===== config.mk =====
export PLATFORM = sky130hd
export DESIGN_NAME = down_counter_timer
export DESIGN_NICKNAME = d
export VERILOG_FILES = /design/src/rtl/down_counter_timer.sv
export SDC_FILE = /design/constraint.sdc
export NUM_CORES = 1
export LEC_CHECK = 0
export CAP_MARGIN = 20
export CORE_MARGIN = 4
export CORE_UTILIZATION = 45
export DETAILED_ROUTE_END_ITERATION = 10
export PLACE_DENSITY = 0.75
export SYNTH_ARGS = -nofsm -noshare
export SYNTH_HDL_FRONTEND = slang
export SYNTH_SLANG_ARGS = --single-unit
export TNS_END_PERCENT = 1

===== constraint.sdc =====
create_clock -name clk -period 2 [get_ports clk]
set_input_delay 0.4 -clock clk [delete_from_list [all_inputs] [get_ports clk]]
set_output_delay 0.4 -clock clk [all_outputs]
set_load 0.005 [all_outputs]

===== src/rtl/down_counter_timer.sv =====
// down_counter_timer: loadable down-counter with terminal-count pulse,
// optional auto-reload, pause, abort and a DONE handshake.
module down_counter_timer #(
   parameter int WIDTH = 4
) (
   input  logic             clk,
   input  logic             rst,
   input  logic             load_valid,
   output logic             load_ready,
   input  logic [WIDTH-1:0] load_value,
   input  logic             auto_reload,
   input  logic             pause,
   input  logic             abort,
   input  logic             done_ack,
   output logic [WIDTH-1:0] out,
   output logic             busy,
   output logic             tc,
   output logic             done
);

   typedef enum logic [1:0] {
      IDLE = 2'd0,
      RUN  = 2'd1,
      DONE = 2'd2
   } state_t;

   localparam logic [WIDTH-1:0] ONE  = WIDTH'(1);
   localparam logic [WIDTH-1:0] ZERO = '0;

   state_t           r_state, w_nx_state;
   logic [WIDTH-1:0] r_out, w_nx_out;
   logic [WIDTH-1:0] r_reload, w_nx_reload;
   logic             r_arm, w_nx_arm;
   logic             r_tc, w_nx_tc;

   // State and datapath registers; reset clears everything immediately.
   always_ff @(posedge clk or negedge rst) begin
      if (!rst) begin
         r_state  <= IDLE;
         r_out    <= ZERO;
         r_reload <= ZERO;
         r_arm    <= 1'b0;
         r_tc     <= 1'b0;
      end else begin
         r_state  <= w_nx_state;
         r_out    <= w_nx_out;
         r_reload <= w_nx_reload;
         r_arm    <= w_nx_arm;
         r_tc     <= w_nx_tc;
      end
   end

   // Next-state and next-datapath decode; abort outranks every other RUN/DONE action.
   always_comb begin
      w_nx_state  = r_state;
      w_nx_out    = r_out;
      w_nx_reload = r_reload;
      w_nx_arm    = r_arm;
      w_nx_tc     = 1'b0;
      case (r_state)
         IDLE: begin
            // abort is deliberately not looked at here
            if (load_valid) begin
               w_nx_out    = load_value;
               w_nx_reload = load_value;
               w_nx_arm    = auto_reload;
               if (load_value == ZERO) begin
                  w_nx_state = DONE;
                  w_nx_tc    = 1'b1;
               end else begin
                  w_nx_state = RUN;
               end
            end
         end
         RUN: begin
            if (abort) begin
               w_nx_state = IDLE;
               w_nx_out   = ZERO;
            end else if (!pause) begin
               if (r_out > ONE) begin
                  w_nx_out = r_out - ONE;
               end else begin
                  // out==1 is the terminal step; out==0 cannot occur in RUN
                  // but is folded in so the count can never wrap
                  w_nx_tc = 1'b1;
                  if (r_arm && (r_reload != ZERO)) begin
                     w_nx_out = r_reload;
                  end else begin
                     w_nx_out   = ZERO;
                     w_nx_state = DONE;
                  end
               end
            end
         end
         DONE: begin
            // load_valid ignored here; load_ready is low
            w_nx_out = ZERO;
            if (abort || done_ack) begin
               w_nx_state = IDLE;
            end
         end
         default: begin
            w_nx_state = IDLE;
            w_nx_out   = ZERO;
         end
      endcase
   end

   assign out        = r_out;
   assign tc         = r_tc;
   assign busy       = (r_state == RUN);
   assign done       = (r_state == DONE);
   assign load_ready = (r_state == IDLE);

endmodule


Word level (Yosys, flattened, before mapping)
Cells that the tools add are included. W data, S select, Z words.

Flip-flop bits (word level): 12. Input port bits: 11. Output and inout port bits: 8. Word-level logic and storage cells: 42.

Add/subtract/negate cells: 1. $lt $le $gt $ge: 1. Eq/ne operators: 7. Mux-type cells: 20. Reductions and logical operators: 8.

Operator list (count): $mux W4 (5); $mux W2 (7); $ne A3 B3 Y1 const B (3); $pmux W4 S2 (1); $pmux W2 S3 (1); $mux W1 (5); $reduce_and A5 Y1 (1); $gt A4 B1 Y1 const B (1); $logic_not A4 Y1 (1); $reduce_and A2 Y1 (2); $reduce_bool A4 Y1 (1); $sub A4 B1 Y4 const B (1); $eq A2 B1 Y1 const B (1); $eq A2 B2 Y1 const B (1); $logic_not A2 Y1 (1); $ne A2 B1 Y1 const B (1); $ne A2 B2 Y1 const B (1); $pmux W1 S2 (1); $logic_and A1 B1 Y1 (1); $logic_or A1 B1 Y1 (1).

Depth between registers and ports, before layout
Gate-level depths: netlist of run 1.

Depth after elaboration: 7. Depth in mapped cells: 6. Depth with buffers taken out: 6.

Worst setup path after synthesis of run 1
OpenSTA, ideal clock, no wires.

Path type: reg2reg. Start: register r_out[0], in the netlist out[0]. End: register r_out[3], in the netlist out[3]. Data arrival time: 1.537 ns. Required time: 1.896 ns. Path slack: 0.359 ns. Cell stages (with the launch flop): 7. Path buffers: 0. Cell sequence: dfrtp_1 -> inv_1 -> ha_1 -> or2_2 -> a311oi_1 -> o21ai_1 -> a221oi_1.

Longest elaborated chain between the ends: 5. Elaborated cells on any way between the ends: 6. Classes of those cells: 1 x add/sub; 1 x order compare; 4 x mux.

RTL lines: start: declaration (RTL line 31) `logic [WIDTH-1:0] r_out, w_nx_out;`; start signal: assignment (RTL line 46) `r_out <= w_nx_out;`; $sub A4 B1 Y4 / $gt A4 B1 Y1 (equally long branches) (RTL line 81, 80); $mux W4 (*) (RTL line 80) `if (r_out > ONE) begin`; $mux W4 (*) (RTL line 79) `end else if (!pause) begin`; $mux W4 (*) (RTL line 76) `if (abort) begin`; $pmux W4 S2 (*) (RTL line 60) `case (r_state)`.

Every way passes the cells marked *; elsewhere a longest branch is shown, timed or not. The select of a mux whose other input is x is not followed. A chain may end at the register's enable or synchronous reset.

Final worst setup path of run 1
Start: register r_state[1]. End: output port busy.

Longest elaborated chain between the ends: 1.

RTL lines: start: declaration (RTL line 30) `state_t r_state, w_nx_state;`; start signal: assignment (RTL line 45) `r_state <= w_nx_state;`; $eq A2 B1 Y1 (RTL line 111) `assign busy = (r_state == RUN);`; end: declaration (RTL line 16) `output logic busy,`.

Every way passes these cells.

==> out/results.ini, run 1 <==
[outcome]
status=finished, final reports clean

[grt]
grt_use_total_pct=17.05
grt-ovfl-total=0
antenna_found_initial=0
grt_pass1_wl_um=2608
grt_pass1_vias=599
grt_start_max_net_pins=13

[timing]
setup_ws_ns=0.09854
finalCriticalPeriod_ns=1.901
fmax_ghz=0.5259
post-route-period-util_pct=95.07
finalHoldViolCount=0
rsz0062_at_grt=false
setup_viol=0
finalSetupTns_ns=0
skew_ns=0.005174
slew_headroom_pct=64.89
tightest_slew_ns=0.5251
drv_slew=0

[clock_tree]
clk_pin_slew_ns=0.08
post_cts_resized=0
htree_levels=1
post_cts_buffers=0
cts_max_path_buffers=2
cts_hold_buf=0
cts.sinks=12
numCtsBuffers=3
clk_latency_ns=0.28
root_buffer=clkbuf_4
cts_tree=yes

[yosys]
synth_cells=73
async_flop_share_pct=100.0
syn_area_per_cell_sq_um=9.838
synth_edf_count=0
yosysTopAreaCell=dfrtp_1
syn-num-nets=86
seq_area_frac_synth_pct=41.81
syn-cell-area_sq_um=718.2
synth_ff_type=dfrtp_1
ys_types=30
synth_top_area_share_pct=41.81
synth.area.top_cells=dfrtp_1, mux2_2, o21ai_0
ys_seq_elements=12
synth_warnings=0
yosysMostFrequentCell=dfrtp_1
synthTopCellsByCount=dfrtp_1, o21ai_0, inv_1, mux2_2, nand2_1

[worst_setup_path]
cp.depth=2
reg2reg_from=out[0]
critPathKind=reg2out
endpoint_kind=output port
rrSetupSlack_ns=0.21
critical_path.startpoint_type=flip-flop
slowest_delay_ns=0.51
crit_arrival_ns=1.50
crit_chain=and2b_1 > clkdlybuf4s50_1
rr_endpoint=out[3]
cp_num_buf_inv=1
path_max_fanout=10
cp_top_family=buffers and inverters
cp_slowest_cell=clkdlybuf4s50_1
worstPathRequired_ns=1.60
rr_worst_depth=6

[die]
coreArea_sq_mm=0.001506
start_util_pct=47.67
fp.dieH_um=47.95
std_cell_rows=14
die_w_um=47.95
die_area_sq_mm=0.002299
num_io_pins=19

[power_and_ir_drop]
power.internal_uw=885.4
p_sw_uw=548.5
combPwrFrac_pct=52.2
p_per_area_mw_per_mm2=1494
p_clk_share_pct=13.4
swShare_pct=38.25
power_frac_seq_pct=34.4
p_leak_uw=0.0003968
peakVddDrop_mv=0.7187

[cells_and_area]
nets=110
num_antenna_cells=0
syn2layout_area_growth_pct=33.62
final_layout_size_suffix_gt1_share_pct=18.75
fillCellCount=126

[detailed_routing]
drtIter0Drc=12
totalWireLength_um=1566
num_vias=655
postRouteAntennaNets=0
drcViolationCount=0
drtPass1Iterations=4
vias_per_cell=5.848
wl_per_cell_um=13.98

[hold_path]
holdCritPathClass=in2async

[placement]
dp_hpwl_um=1263
port_buffers=18
pre_cts_slack_ns=0.01400
routabilityCongestion=0.9426

[flow_run]
cap_violations=0

==> per-stage QoR <==
step	total power, uW	cells	hold WS, ns	area, sq um	util, %
floorplan	945.5	73	0.1044	718.2	-
finish	1434	112	0.4627	959.7	63.70
global route	1569	112	0.4870	959.7	63.70
detailed placement	1234	108	0.5249	922.1	61.21
CTS	1433	112	0.4911	958.4	63.62
global placement	1224	108	0.5226	922.1	61.21
==> placed cells by master (no fill, tap or decap), drive strengths merged <==
cell / n
nor4: 1
or3b: 1
clkbuf: 4
o31ai: 1
and2b: 1
clkdlybuf4s50: 18
or3: 1
a22o: 1
dfrtp: 12
o21ai: 8
o41ai: 2
ha: 2
nor2: 4
a221oi: 4
or2: 3
nand2: 5
a21oi: 3
a41o: 1
a311oi: 1
nor3: 2
nor2b: 3
inv: 5
a21boi: 1
buf: 2
nand2b: 1
a211oi: 1
nor4b: 1
o21bai: 1
and2: 1
mux2: 5
==> power groups by stage <==
stage                     sequential, uW  combinational (uW)  clock (uW)
after global placement               491                 733           0
after floorplan                      455                 490           0
final                                494                 748         192
after CTS                            487                 747         198
after global routing                 513                 837         220
after detailed placement             491                 743           0
==> state kept, by name, indices dropped and copies added (netlist names) <==
| name | flops |
|---|---|
| out | 4 |
| r_arm | 1 |
| r_reload | 4 |
| r_state | 2 |
| tc | 1 |
==> per-layer routing <==
metal | GRT usage (%) | vias to the layer above | share of wire, %
li1 | - | 318 | -
met1 | 20.14 | 315 | 45
met2 | 26.91 | 18 | 48
met3 | 6.767 | 4 | 5.2
met4 | 8.065 | 0 | 1.6
met5 | 0 | - | 0
==> worst max-delay path by stage <==
stage               startpoint      to  slack (ns)
finish              r_state[1]    busy         0.1
global route        r_state[1]    busy        0.04
CTS                 r_state[1]    busy        0.05
detailed placement       abort  out[2]        0.01
global placement         abort  out[2]        0.05
floorplan               out[0]  out[3]        0.36
==> area by class of cell <==
cell class,instances,area (sq um),share of cell area [%]
inverters,5,18.77,1.956
flip-flops and latches,12,301.5,31.42
well taps,16,20.02,2.086
clock buffers,4,36.28,3.781
multi-input cells,55,387.9,40.42
repair buffers,20,195.2,20.34
==> kinds of logic after synthesis <==
logic type,count (synthesis),synth area share [%]
AND/OR/NAND/NOR,24,18.64
AO/OA/AOI/OAI,24,24.04
adder cells (fa/ha/maj),2,3.484
flip-flops,12,41.81
multiplexers,5,7.839
buffers and inverters,6,4.181
No activity file was read; power rests on OpenSTA's default activity.
==> inputs of run 2 (changes only) <==
--- a/config.mk
+++ b/config.mk
@@ -13,4 +13,3 @@
 export SYNTH_ARGS = -nofsm -noshare
 export SYNTH_HDL_FRONTEND = slang
 export SYNTH_SLANG_ARGS = --single-unit
-export TNS_END_PERCENT = 1
==> results of run 2 <==
Same layout as run 1: the final DEF is identical, and so are final timing and power.
==> inputs of run 3 (changes only) <==
--- a/config.mk
+++ b/config.mk
@@ -7,9 +7,10 @@
 export LEC_CHECK = 0
 export CAP_MARGIN = 20
 export CORE_MARGIN = 4
-export CORE_UTILIZATION = 45
+export CORE_UTILIZATION = 40
+export CTS_CLUSTER_DIAMETER = 40
 export DETAILED_ROUTE_END_ITERATION = 10
-export PLACE_DENSITY = 0.75
+export PLACE_DENSITY = 0.68
 export SYNTH_ARGS = -nofsm -noshare
 export SYNTH_HDL_FRONTEND = slang
 export SYNTH_SLANG_ARGS = --single-unit
==> run 3 against run 2 <==
Net effect:
- clock power shrank 26%
- flip-flop and latch count unchanged
- via count is 0.46% higher
- final area shrank 0.13%
- critical path depth did not move
- wire length is 2.3% higher
- first-iteration DRC count up 58%
- global-route usage down 2.5 points
- largest cell class unchanged
==> out/results.ini, run 3 (synthesis results as in run 1) <==
[worst_setup_path]
cp_slowest_cell=clkdlybuf4s50_1  ; unchanged
cp_top_family=buffers and inverters  ; unchanged
slowest_delay_ns=0.51  ; about the same
crit_end=busy  ; unchanged
critPathLaunch=r_state[1]  ; unchanged
path_max_fanout=10  ; unchanged
crit_arrival_ns=1.50  ; about the same
critPathKind=reg2out  ; unchanged
reg2reg_from=out[0]  ; unchanged
rr_endpoint=out[3]  ; unchanged
worstPathRequired_ns=1.60  ; about the same
cp.depth=2  ; unchanged
rrSetupSlack_ns=0.28  ; was 0.21 ns
crit_chain=and2b_1 > clkdlybuf4s50_1  ; unchanged
rr_worst_depth=6  ; unchanged
endpoint_kind=output port  ; unchanged
critical_path.startpoint_type=flip-flop  ; unchanged
cp_num_buf_inv=1  ; unchanged

[die]
std_cell_rows=15  ; was 14
coreArea_sq_mm=0.001708  ; was 0.001506 sq mm
num_io_pins=19  ; unchanged
start_util_pct=42.05  ; was 47.67%
die_w_um=50.38  ; was 47.95 um
die_area_sq_mm=0.002538  ; was 0.002299 sq mm
fp.dieH_um=50.38  ; was 47.95 um

[timing]
finalHoldViolCount=0  ; unchanged
finalCriticalPeriod_ns=1.903  ; was 1.901 ns
post-route-period-util_pct=95.13  ; was 95.07%
skew_ns=0.006677  ; was 0.005174 ns
drv_slew=0  ; unchanged
tightest_slew_ns=0.5696  ; was 0.5251 ns
rsz0062_at_grt=false  ; unchanged
slew_headroom_pct=61.91  ; was 64.89%
setup_viol=0  ; unchanged
fmax_ghz=0.5256  ; was 0.5259 GHz

[clock_tree]
post_cts_buffers=0  ; unchanged
clk_latency_ns=0.26  ; was 0.28 ns
cts.sinks=12  ; unchanged
root_buffer=clkbuf_4  ; unchanged
cts_hold_buf=0  ; unchanged
htree_levels=1  ; unchanged
clk_pin_slew_ns=0.07  ; was 0.08 ns
cts_max_path_buffers=2  ; unchanged
numCtsBuffers=3  ; unchanged
cts_tree=yes  ; unchanged

[power_and_ir_drop]
power_uw=1378  ; was 1434 uW
p_sw_uw=532.2  ; was 548.5 uW
power.internal_uw=845.6  ; was 885.4 uW
peakVddDrop_mv=0.6531  ; was 0.7187 mV
p_clk_share_pct=10.4  ; was 13.4%
combPwrFrac_pct=53.7  ; was 52.2%
p_per_area_mw_per_mm2=1438  ; was 1494 mW/mm^2
power_frac_seq_pct=35.9  ; was 34.4%
p_leak_uw=0.0003885  ; was 0.0003968 uW
swShare_pct=38.63  ; was 38.25%

[detailed_routing]
drtIter0Drc=19  ; was 12
vias_per_cell=5.483  ; was 5.848
wl_per_cell_um=13.35  ; was 13.98 um
totalWireLength_um=1602  ; was 1566 um
postRouteAntennaNets=0  ; unchanged
num_vias=658  ; was 655
drcViolationCount=0  ; unchanged
drtPass1Iterations=4  ; unchanged

[grt]
grt_use_total_pct=14.54  ; was 17.05%
grt-ovfl-total=0  ; unchanged
grt_start_max_net_pins=13  ; unchanged
grt_pass1_vias=665  ; was 599
antenna_found_initial=0  ; unchanged
grt_pass1_wl_um=2829  ; was 2608 um

[flow_run]
cap_violations=0  ; unchanged

[cells_and_area]
stdcell_count=120  ; was 112
final_layout_size_suffix_gt1_share_pct=18.95  ; was 18.75%
nets=110  ; unchanged
layout_common_cells=clkdlybuf4s50_1, dfrtp_1, o21ai_0  ; unchanged
layout_commonest_cell=clkdlybuf4s50_1  ; unchanged
num_antenna_cells=0  ; unchanged
fillCellCount=155  ; was 126
syn2layout_area_growth_pct=33.45  ; was 33.62%
utilization_pct=56.12  ; was 63.70%

[hold_path]
holdCritPathClass=in2async  ; unchanged

[placement]
dp_hpwl_um=1317  ; was 1263 um
routabilityCongestion=0.9369  ; was 0.9426
port_buffers=18  ; unchanged
placedCellCount=117  ; was 108

[outcome]
status=finished, final reports clean  ; unchanged

==> run 3: metrics by stage <==
| stage | hold slack [ns] | setup slack (ns) | setup TNS, ns | area [sq um] |
|---|---|---|---|---|
| finish | 0.4961 | 0.09736 | 0 | 958.4 |
| global route | 0.5266 | 0.03238 | 0 | 958.4 |
| CTS | 0.5064 | 0.04873 | 0 | 955.9 |
| detailed placement | 0.5278 | -0.005364 | -0.005364 | 933.4 |
| global placement | 0.5215 | 0.04382 | 0 | 933.4 |
| floorplan | 0.1044 | 0.3592 | 0 | 718.2 |
==> run 3: power by group through the flow <==
stage	clock [uW]	combinational [uW]	sequential [uW]
finish	143	740	495
global route	166	830	522
CTS	150	745	489
detailed placement	0	743	495
global placement	0	736	492
floorplan	0	490	455
==> run 3: layout make-up <==
cell class	instances	area, sq um	share of cell area [%]
multi-input combinational	55	387.9	40.47
tap	25	31.28	3.264
sequential	12	302.8	31.59
clock buffer	3	22.52	2.350
inverter	5	18.77	1.958
timing repair buffer	20	195.2	20.37
==> run 3: worst min path at each step <==
| stage | endpoint | slack, ns | cells after the start |
|---|---|---|---|
| floorplan | out[0] | 0.10 | 0 |
| global placement | r_reload[3] | 0.52 | 1 |
| detailed placement | r_reload[3] | 0.53 | 1 |
| CTS | tc | 0.51 | 1 |
| global route | tc | 0.53 | 1 |
| finish | tc | 0.50 | 1 |
==> run 3: timing repair <==
action                                 CTS  global route
gates resized for setup                  0             2
endpoints found under the hold margin    0             0
setup endpoints to repair                0             3
==> run 3: metal layers <==
layer  track usage [%]  up-vias  part of all wire, %
li1                  -      322                    -
met1             17.79      313                   44
met2             24.57       23                   49
met3             4.451        0                  7.1
met4             4.036        0                    0
met5                 0        -                    0
